<file path="src/rtl/pll_apb_reconfig_pkg.sv">
// Shared types and constants for the PLL APB reconfiguration sequencer.
package pll_apb_reconfig_pkg;

    localparam int unsigned APB_AW    = 5;
    localparam int unsigned APB_DW    = 8;
    localparam int unsigned RATIO_W   = 8;
    localparam int unsigned RATIO_MIN = 1;
    localparam int unsigned RATIO_MAX = 128;

    localparam logic [APB_AW-1:0] ADDR_RATIOI_DEF = 5'h00;
    localparam logic [APB_AW-1:0] ADDR_RATIO0_DEF = 5'h01;
    localparam logic [APB_AW-1:0] ADDR_RATIO1_DEF = 5'h02;
    localparam logic [APB_AW-1:0] ADDR_RATIOF_DEF = 5'h03;

    typedef enum logic [2:0] {
        S_IDLE,
        S_RST_ASSERT,
        S_SETUP,
        S_ACCESS,
        S_RST_RELEASE,
        S_WAIT_LOCK,
        S_DONE,
        S_TMO
    } state_e;

    function automatic logic ratio_legal(input logic [RATIO_W-1:0] r);
        return (r >= RATIO_W'(RATIO_MIN)) && (r <= RATIO_W'(RATIO_MAX));
    endfunction

endpackage

</file>
<file path="src/rtl/pll_apb_reconfig_lock_filter.sv">
// Synchronizes the asynchronous PLL lock and flags when it has stayed high
// for LOCK_STABLE consecutive synchronized cycles.
module pll_lock_filter #(
    parameter int unsigned LOCK_STABLE = 8
) (
    input  logic clk,
    input  logic rst,
    input  logic lock_i,
    input  logic clear_i,
    output logic lock_stable_o
);

    localparam int unsigned CW = $clog2(LOCK_STABLE) + 1;

    logic          sync1_q;
    logic          lock_s_q;
    logic [CW-1:0] cnt_q;
    logic [CW-1:0] cnt_d;
    logic          stable_q;

    // Counter saturates at LOCK_STABLE; any low sample restarts the run.
    always_comb begin
        cnt_d = cnt_q;
        if (clear_i || !lock_s_q) begin
            cnt_d = '0;
        end else if (cnt_q != CW'(LOCK_STABLE)) begin
            cnt_d = cnt_q + CW'(1);
        end
    end

    // stable_q anticipates the next cycle so the flag lines up with lock_s_q.
    always_ff @(posedge clk or posedge rst) begin
        if (rst) begin
            sync1_q  <= 1'b0;
            lock_s_q <= 1'b0;
            cnt_q    <= '0;
            stable_q <= 1'b0;
        end else begin
            sync1_q  <= lock_i;
            lock_s_q <= sync1_q;
            cnt_q    <= cnt_d;
            stable_q <= sync1_q && (cnt_d >= CW'(LOCK_STABLE - 1));
        end
    end

    assign lock_stable_o = stable_q;

endmodule

</file>
<file path="src/rtl/pll_apb_reconfig.sv">
// APB initiator that resets the PLL, writes four divider registers and waits
// for a stable lock, reporting done / cfg_err / timeout as single-cycle pulses.
module pll_apb_reconfig
    import pll_apb_reconfig_pkg::*;
#(
    parameter logic [APB_AW-1:0] ADDR_RATIOI  = ADDR_RATIOI_DEF,
    parameter logic [APB_AW-1:0] ADDR_RATIO0  = ADDR_RATIO0_DEF,
    parameter logic [APB_AW-1:0] ADDR_RATIO1  = ADDR_RATIO1_DEF,
    parameter logic [APB_AW-1:0] ADDR_RATIOF  = ADDR_RATIOF_DEF,
    parameter int unsigned       RST_HOLD     = 4,
    parameter int unsigned       LOCK_STABLE  = 8,
    parameter int unsigned       LOCK_TIMEOUT = 1024
) (
    input  logic               clk,
    input  logic               rst,
    input  logic               cfg_valid,
    output logic               cfg_ready,
    input  logic [RATIO_W-1:0] cfg_ratioi,
    input  logic [RATIO_W-1:0] cfg_ratio0,
    input  logic [RATIO_W-1:0] cfg_ratio1,
    input  logic [RATIO_W-1:0] cfg_ratiof,
    output logic               apb_rst_n,
    output logic               apb_sel,
    output logic               apb_en,
    output logic               apb_write,
    output logic [APB_AW-1:0]  apb_addr,
    output logic [APB_DW-1:0]  apb_wdata,
    output logic               pll_rst,
    input  logic               pll_lock,
    output logic               busy,
    output logic               done,
    output logic               cfg_err,
    output logic               timeout
);

    localparam int unsigned HW = $clog2(RST_HOLD) + 1;
    localparam int unsigned WW = $clog2(LOCK_TIMEOUT) + 1;

    state_e                  state_q, state_d;
    logic [HW-1:0]           hold_q, hold_d;
    logic [WW-1:0]           wait_q, wait_d;
    logic [1:0]              idx_q, idx_d;
    logic [3:0][APB_DW-1:0]  data_q, data_d;

    logic                    cfg_ready_q, cfg_ready_d;
    logic                    busy_q, busy_d;
    logic                    pll_rst_q, pll_rst_d;
    logic                    apb_sel_q, apb_sel_d;
    logic                    apb_en_q, apb_en_d;
    logic [APB_AW-1:0]       apb_addr_q, apb_addr_d;
    logic [APB_DW-1:0]       apb_wdata_q, apb_wdata_d;
    logic                    done_q, done_d;
    logic                    cfg_err_q, cfg_err_d;
    logic                    timeout_q, timeout_d;
    logic                    apb_rst_n_q;

    logic                    lock_clear;
    logic                    lock_stable;
    logic                    req_legal;

    assign req_legal = ratio_legal(cfg_ratioi) && ratio_legal(cfg_ratio0) &&
                       ratio_legal(cfg_ratio1) && ratio_legal(cfg_ratiof);

    pll_lock_filter #(
        .LOCK_STABLE (LOCK_STABLE)
    ) u_lock_filter (
        .clk           (clk),
        .rst           (rst),
        .lock_i        (pll_lock),
        .clear_i       (lock_clear),
        .lock_stable_o (lock_stable)
    );

    // Next state, then outputs decoded from the next state so they register in step.
    always_comb begin
        state_d    = state_q;
        hold_d     = '0;
        wait_d     = '0;
        idx_d      = idx_q;
        data_d     = data_q;
        cfg_err_d  = 1'b0;
        lock_clear = 1'b0;

        case (state_q)
            S_IDLE: begin
                idx_d = 2'd0;
                if (cfg_valid) begin
                    if (req_legal) begin
                        data_d[0] = cfg_ratioi - APB_DW'(1);
                        data_d[1] = cfg_ratio0 - APB_DW'(1);
                        data_d[2] = cfg_ratio1 - APB_DW'(1);
                        data_d[3] = cfg_ratiof - APB_DW'(1);
                        state_d   = S_RST_ASSERT;
                    end else begin
                        cfg_err_d = 1'b1;
                    end
                end
            end
            S_RST_ASSERT: begin
                if (hold_q == HW'(RST_HOLD - 1)) begin
                    state_d = S_SETUP;
                    idx_d   = 2'd0;
                end else begin
                    hold_d = hold_q + HW'(1);
                end
            end
            S_SETUP: state_d = S_ACCESS;
            S_ACCESS: begin
                if (idx_q == 2'd3) begin
                    state_d = S_RST_RELEASE;
                end else begin
                    idx_d   = idx_q + 2'd1;
                    state_d = S_SETUP;
                end
            end
            S_RST_RELEASE: begin
                lock_clear = 1'b1;
                state_d    = S_WAIT_LOCK;
            end
            S_WAIT_LOCK: begin
                wait_d = wait_q + WW'(1);
                if (lock_stable) begin
                    state_d = S_DONE;
                end else if (wait_q == WW'(LOCK_TIMEOUT - 1)) begin
                    state_d = S_TMO;
                end
            end
            S_DONE:  state_d = S_IDLE;
            S_TMO:   state_d = S_IDLE;
            default: state_d = S_IDLE;
        endcase

        cfg_ready_d = (state_d == S_IDLE);
        busy_d      = (state_d != S_IDLE);
        pll_rst_d   = (state_d == S_RST_ASSERT) || (state_d == S_SETUP) ||
                      (state_d == S_ACCESS);
        apb_sel_d   = (state_d == S_SETUP) || (state_d == S_ACCESS);
        apb_en_d    = (state_d == S_ACCESS);
        done_d      = (state_d == S_DONE);
        timeout_d   = (state_d == S_TMO);
        apb_addr_d  = '0;
        apb_wdata_d = '0;
        if (apb_sel_d) begin
            apb_wdata_d = data_d[idx_d];
            case (idx_d)
                2'd0:    apb_addr_d = ADDR_RATIOI;
                2'd1:    apb_addr_d = ADDR_RATIO0;
                2'd2:    apb_addr_d = ADDR_RATIO1;
                default: apb_addr_d = ADDR_RATIOF;
            endcase
        end
    end

    always_ff @(posedge clk or posedge rst) begin
        if (rst) begin
            state_q     <= S_IDLE;
            hold_q      <= '0;
            wait_q      <= '0;
            idx_q       <= '0;
            data_q      <= '0;
            cfg_ready_q <= 1'b1;
            busy_q      <= 1'b0;
            pll_rst_q   <= 1'b0;
            apb_sel_q   <= 1'b0;
            apb_en_q    <= 1'b0;
            apb_addr_q  <= '0;
            apb_wdata_q <= '0;
            done_q      <= 1'b0;
            cfg_err_q   <= 1'b0;
            timeout_q   <= 1'b0;
        end else begin
            state_q     <= state_d;
            hold_q      <= hold_d;
            wait_q      <= wait_d;
            idx_q       <= idx_d;
            data_q      <= data_d;
            cfg_ready_q <= cfg_ready_d;
            busy_q      <= busy_d;
            pll_rst_q   <= pll_rst_d;
            apb_sel_q   <= apb_sel_d;
            apb_en_q    <= apb_en_d;
            apb_addr_q  <= apb_addr_d;
            apb_wdata_q <= apb_wdata_d;
            done_q      <= done_d;
            cfg_err_q   <= cfg_err_d;
            timeout_q   <= timeout_d;
        end
    end

    // APB reset follows system reset, released one clock after rst falls.
    always_ff @(posedge clk or posedge rst) begin
        if (rst) begin
            apb_rst_n_q <= 1'b0;
        end else begin
            apb_rst_n_q <= 1'b1;
        end
    end

    assign cfg_ready = cfg_ready_q;
    assign busy      = busy_q;
    assign pll_rst   = pll_rst_q;
    assign apb_sel   = apb_sel_q;
    assign apb_en    = apb_en_q;
    assign apb_write = apb_sel_q;
    assign apb_addr  = apb_addr_q;
    assign apb_wdata = apb_wdata_q;
    assign done      = done_q;
    assign cfg_err   = cfg_err_q;
    assign timeout   = timeout_q;
    assign apb_rst_n = apb_rst_n_q;

endmodule
</file>
<file path="config.mk">
export PLATFORM = sky130hd
export DESIGN_NAME = pll_apb_reconfig
export DESIGN_NICKNAME = d
export VERILOG_FILES = /design/src/rtl/pll_apb_reconfig_pkg.sv /design/src/rtl/pll_apb_reconfig_lock_filter.sv /design/src/rtl/pll_apb_reconfig.sv
export SDC_FILE = /design/constraint.sdc
export NUM_CORES = 1
export LEC_CHECK = 0
export BUFFER_PORTS_ARGS = -buffer_cell sky130_fd_sc_hd__buf_2
export CAP_MARGIN = 10
export CORE_AREA = 2 2 98 100
export DETAILED_ROUTE_END_ITERATION = 12
export DIE_AREA = 0 0 100 102
export PLACE_DENSITY = 0.75
export SYNTH_ARGS = -nofsm -noshare
export SYNTH_HDL_FRONTEND = slang
export SYNTH_SLANG_ARGS = --single-unit
</file>
<file path="constraint.sdc">
create_clock -name clk -period 2.5 [get_ports clk]
set_input_delay 0.25 -clock clk [delete_from_list [all_inputs] [get_ports clk]]
set_output_delay 0.25 -clock clk [all_outputs]
set_load 0.02 [all_outputs]
</file>
==> results.json <==
{
  "status": "finished, final reports clean",
  "use_met2": 0.3181,
  "synthCells": 415,
  "synthXorXnorAreaFrac": 0.06822,
  "busiest_layer": "met2",
  "critPathLaunchType": "register",
  "insertion_delay_ps": 350,
  "synthArstFlopShare": 1.000,
  "setup-violations-final": 0,
  "cts_made_buffers": 9,
  "io_pins": 59,
  "io_buffers": 55,
  "crit_path_end_kind": "register",
  "cts_resized": 0,
  "synth_fa_ha_area_frac": 0.05030,
  "fin_ws_ps": 263.6,
  "ys_types": 52,
  "avgViaCountPerCell": 5.357,
  "coreArea_um2": 9109,
  "critPathKind": "reg -> reg",
  "final_util": 0.5120,
  "max_cap_viol_count": 0,
  "synth-edff-count": 0,
  "die_w_um": 100,
  "synth_top_flop_cell": "dfrtp_1",
  "gr-total-overflow": 0,
  "dp_slack_ps": -18.36,
  "antenna_found_initial": 0,
  "reg2regPathDepth": 6,
  "hold_violations": 0,
  "cts_num_sinks": 77,
  "worst_pin_slew_ps": 569.1,
  "critical_path.startpoint": "state_q[2]",
  "avgRoutedWirePerCell_um": 14.50,
  "gr-usage-met1": 0.2235,
  "std_cell_rows": 35,
  "total_power_mw": 3.641,
  "min_period_over_period": 0.8945,
  "grt.total_usage": 0.1837,
  "layout_commonest_cell": "dfrtp_1",
  "syn_to_final_growth_pct": 17.16,
  "grt_setup_unrepaired": "false",
  "wirelength_um": 8686,
  "stdcell_count": 599,
  "synth.yosys.warnings": 0,
  "p_per_area_nw_per_um2": 780.9,
  "hold_class": "in -> reg",
  "most-common-layout-cells": "dfrtp_1 (76), buf_2 (55), nand2_1 (41), nor2_1 (37), o21ai_0 (30)",
  "synth_top_family_by_area": "simple AND/OR/NAND/NOR gates",
  "dp_hpwl_um": 6759,
  "p_leak_nw": 2.262,
  "drt_first_iter_violations": 146,
  "fill_cells": 850,
  "grt_use_met3": 0.05404,
  "die-height_um": 102,
  "drtPass1Iterations": 4,
  "post-place-cells": 581,
  "cts_root_buf": "clkbuf_8",
  "rr_startpoint": "state_q[2]",
  "max_freq_ghz": 0.4472,
  "rrSetupSlack_ps": 260,
  "initial_core_util": 0.4370,
  "ant_nets": 0,
  "cp.required_ps": 2730,
  "vias": 3209,
  "arrival_ps": 2460,
  "gp_congestion": 0.8364,
  "synthMuxAreaShare": 0.008174,
  "dieArea_um2": 10200,
  "cts_tree": "yes",
  "maxSlewHeadroom": 0.6156,
  "final_nets": 535,
  "clock_path_buffers": 2,
  "grt_pass1_vias": 3178,
  "synthesis.area_um2": 3980,
  "slew_violations": 0,
  "synth_seq_cells": 77,
  "drc_errors": 0,
  "synthSimpleGateAreaFrac": 0.1955,
  "grt_max_degree": 30,
  "synth_area_per_cell_um2": 9.591,
  "r2r-end": "apb_wdata[4]",
  "crit_path_end": "apb_wdata[4]",
  "ir_worst_vdd_uv": 427.0,
  "grt_pass1_wl_um": 14750,
  "synth-seq-area-share": 0.4844,
  "cp_slowest_cell": "or4_1",
  "synth_compound_area_frac": 0.1418,
  "crit_chain": "nor2_1 > nand3_1 > or4_1 > buf_4 > a311oi_1 > nor3_1",
  "htree_levels": 3,
  "fin_crit_ps": 2236,
  "cp_max_fo": 15,
  "clock_skew_ps": 6.613,
  "max_stage_delay_ps": 600,
  "clk_pin_slew_worst_paths_ps": 80,
  "drive_above_1_share": 0.2111,
  "antenna_cells": 0
}
## where the power goes
| group | total, mW | switching [mW] | internal (mW) | leakage [nW] |
|---|---|---|---|---|
| sequential | 1.53 | 0.137 | 1.40 | 1.02 |
| combinational | 1.15 | 0.722 | 0.426 | 1.14 |
| clock | 0.960 | 0.445 | 0.515 | 0.102 |
| total | 3.64 | 1.30 | 2.34 | 2.26 |
## registers in the layout, summed over array words and instances, names as in the netlist, 2 cells and up
| register | count |
|---|---|
| wait_q | 11 |
| idx_q | 2 |
| apb_addr | 2 |
| apb_wdata | 8 |
| u_lock_filter.cnt_q | 4 |
| data_q | 32 |
| hold_q | 3 |
| state_q | 3 |
## metrics by stage
stage | area, um^2 | setup TNS [ps] | hold WS, ps
floorplan | 3988 | 0 | 281.4
global placement | 4433 | 0 | 304.8
detailed placement | 4433 | -19.57 | 306.6
CTS | 4663 | 0 | 129.6
global route | 4663 | 0 | 147.0
finish | 4663 | 0 | 144.0
## per-layer routing
layer	share of wire	up-vias
li1	-	1562
met1	0.43	1550
met2	0.50	79
met3	0.050	18
met4	0.020	0
met5	0	-
## worst max-delay path, delay by kind of cell, from the launching register on
kind	cells	cell delay, ps
and+or+nand+nor	4	1080
DFF	1	500
AOI/OAI and AO/OA	1	330
buffers and inverters	1	210
## cell usage after synthesis (5+ instances only)
| library cell | n | area (um^2) |
|---|---|---|
| a21o_1 | 8 | 60.06 |
| a21oi_1 | 15 | 75.07 |
| a311oi_1 | 5 | 43.79 |
| a31oi_1 | 6 | 37.54 |
| buf_2 | 5 | 25.02 |
| clkbuf_1 | 10 | 37.54 |
| dfrtp_1 | 76 | 1902 |
| ha_1 | 16 | 200.2 |
| inv_1 | 25 | 93.84 |
| nand2_1 | 41 | 153.9 |
| nand2b_1 | 7 | 43.79 |
| nand3_1 | 13 | 65.06 |
| nand3b_1 | 5 | 37.54 |
| nand4_1 | 5 | 31.28 |
| nor2_1 | 37 | 138.9 |
| nor3_1 | 13 | 65.06 |
| o21ai_0 | 30 | 150.1 |
| or3_1 | 5 | 31.28 |
| xnor2_1 | 17 | 148.9 |
| xor2_1 | 14 | 122.6 |
## cells by family (layout without fill, tap and decap cells)
kind of cell | after synthesis | after routing
muxes | 3 | 3
AOI/OAI and AO/OA | 88 | 88
buffers and inverters | 45 | 116
DFF | 77 | 77
and+or+nand+nor | 153 | 153
other | 2 | 4
adders and majority gates | 16 | 16
xor gates and xnor gates | 31 | 31
## how the worst min path moves through the flow
| stage | startpoint | cells after the start | end | slack (ps) |
|---|---|---|---|---|
| CTS | cfg_ratiof[0] | 2 | data_q[24] | 130 |
| floorplan | pll_lock | 0 | u_lock_filter.sync1_q | 280 |
| detailed placement | rst | 2 | apb_rst_n | 310 |
| global route | cfg_ratiof[0] | 2 | data_q[24] | 150 |
| global placement | rst | 2 | apb_rst_n | 300 |
| finish | cfg_ratiof[0] | 2 | data_q[24] | 140 |
## area by class of cell
cell class,count,area (um^2),share of cell area
Clock buffer,11,151.4,0.03247
Clock inverter,5,58.81,0.01261
Multi-Input combinational cell,295,1862,0.3992
Timing Repair Buffer,75,430.4,0.09230
Sequential cell,77,1928,0.4135
Tap cell,111,138.9,0.02978
Inverter,25,93.84,0.02012
## what timing repair did
action / in CTS / in global routing
endpoints found under the hold margin: 23 / 0
hold buffers: 2 / 0
setup buffers: 0 / 0
(Power assumes the default switching activity.)
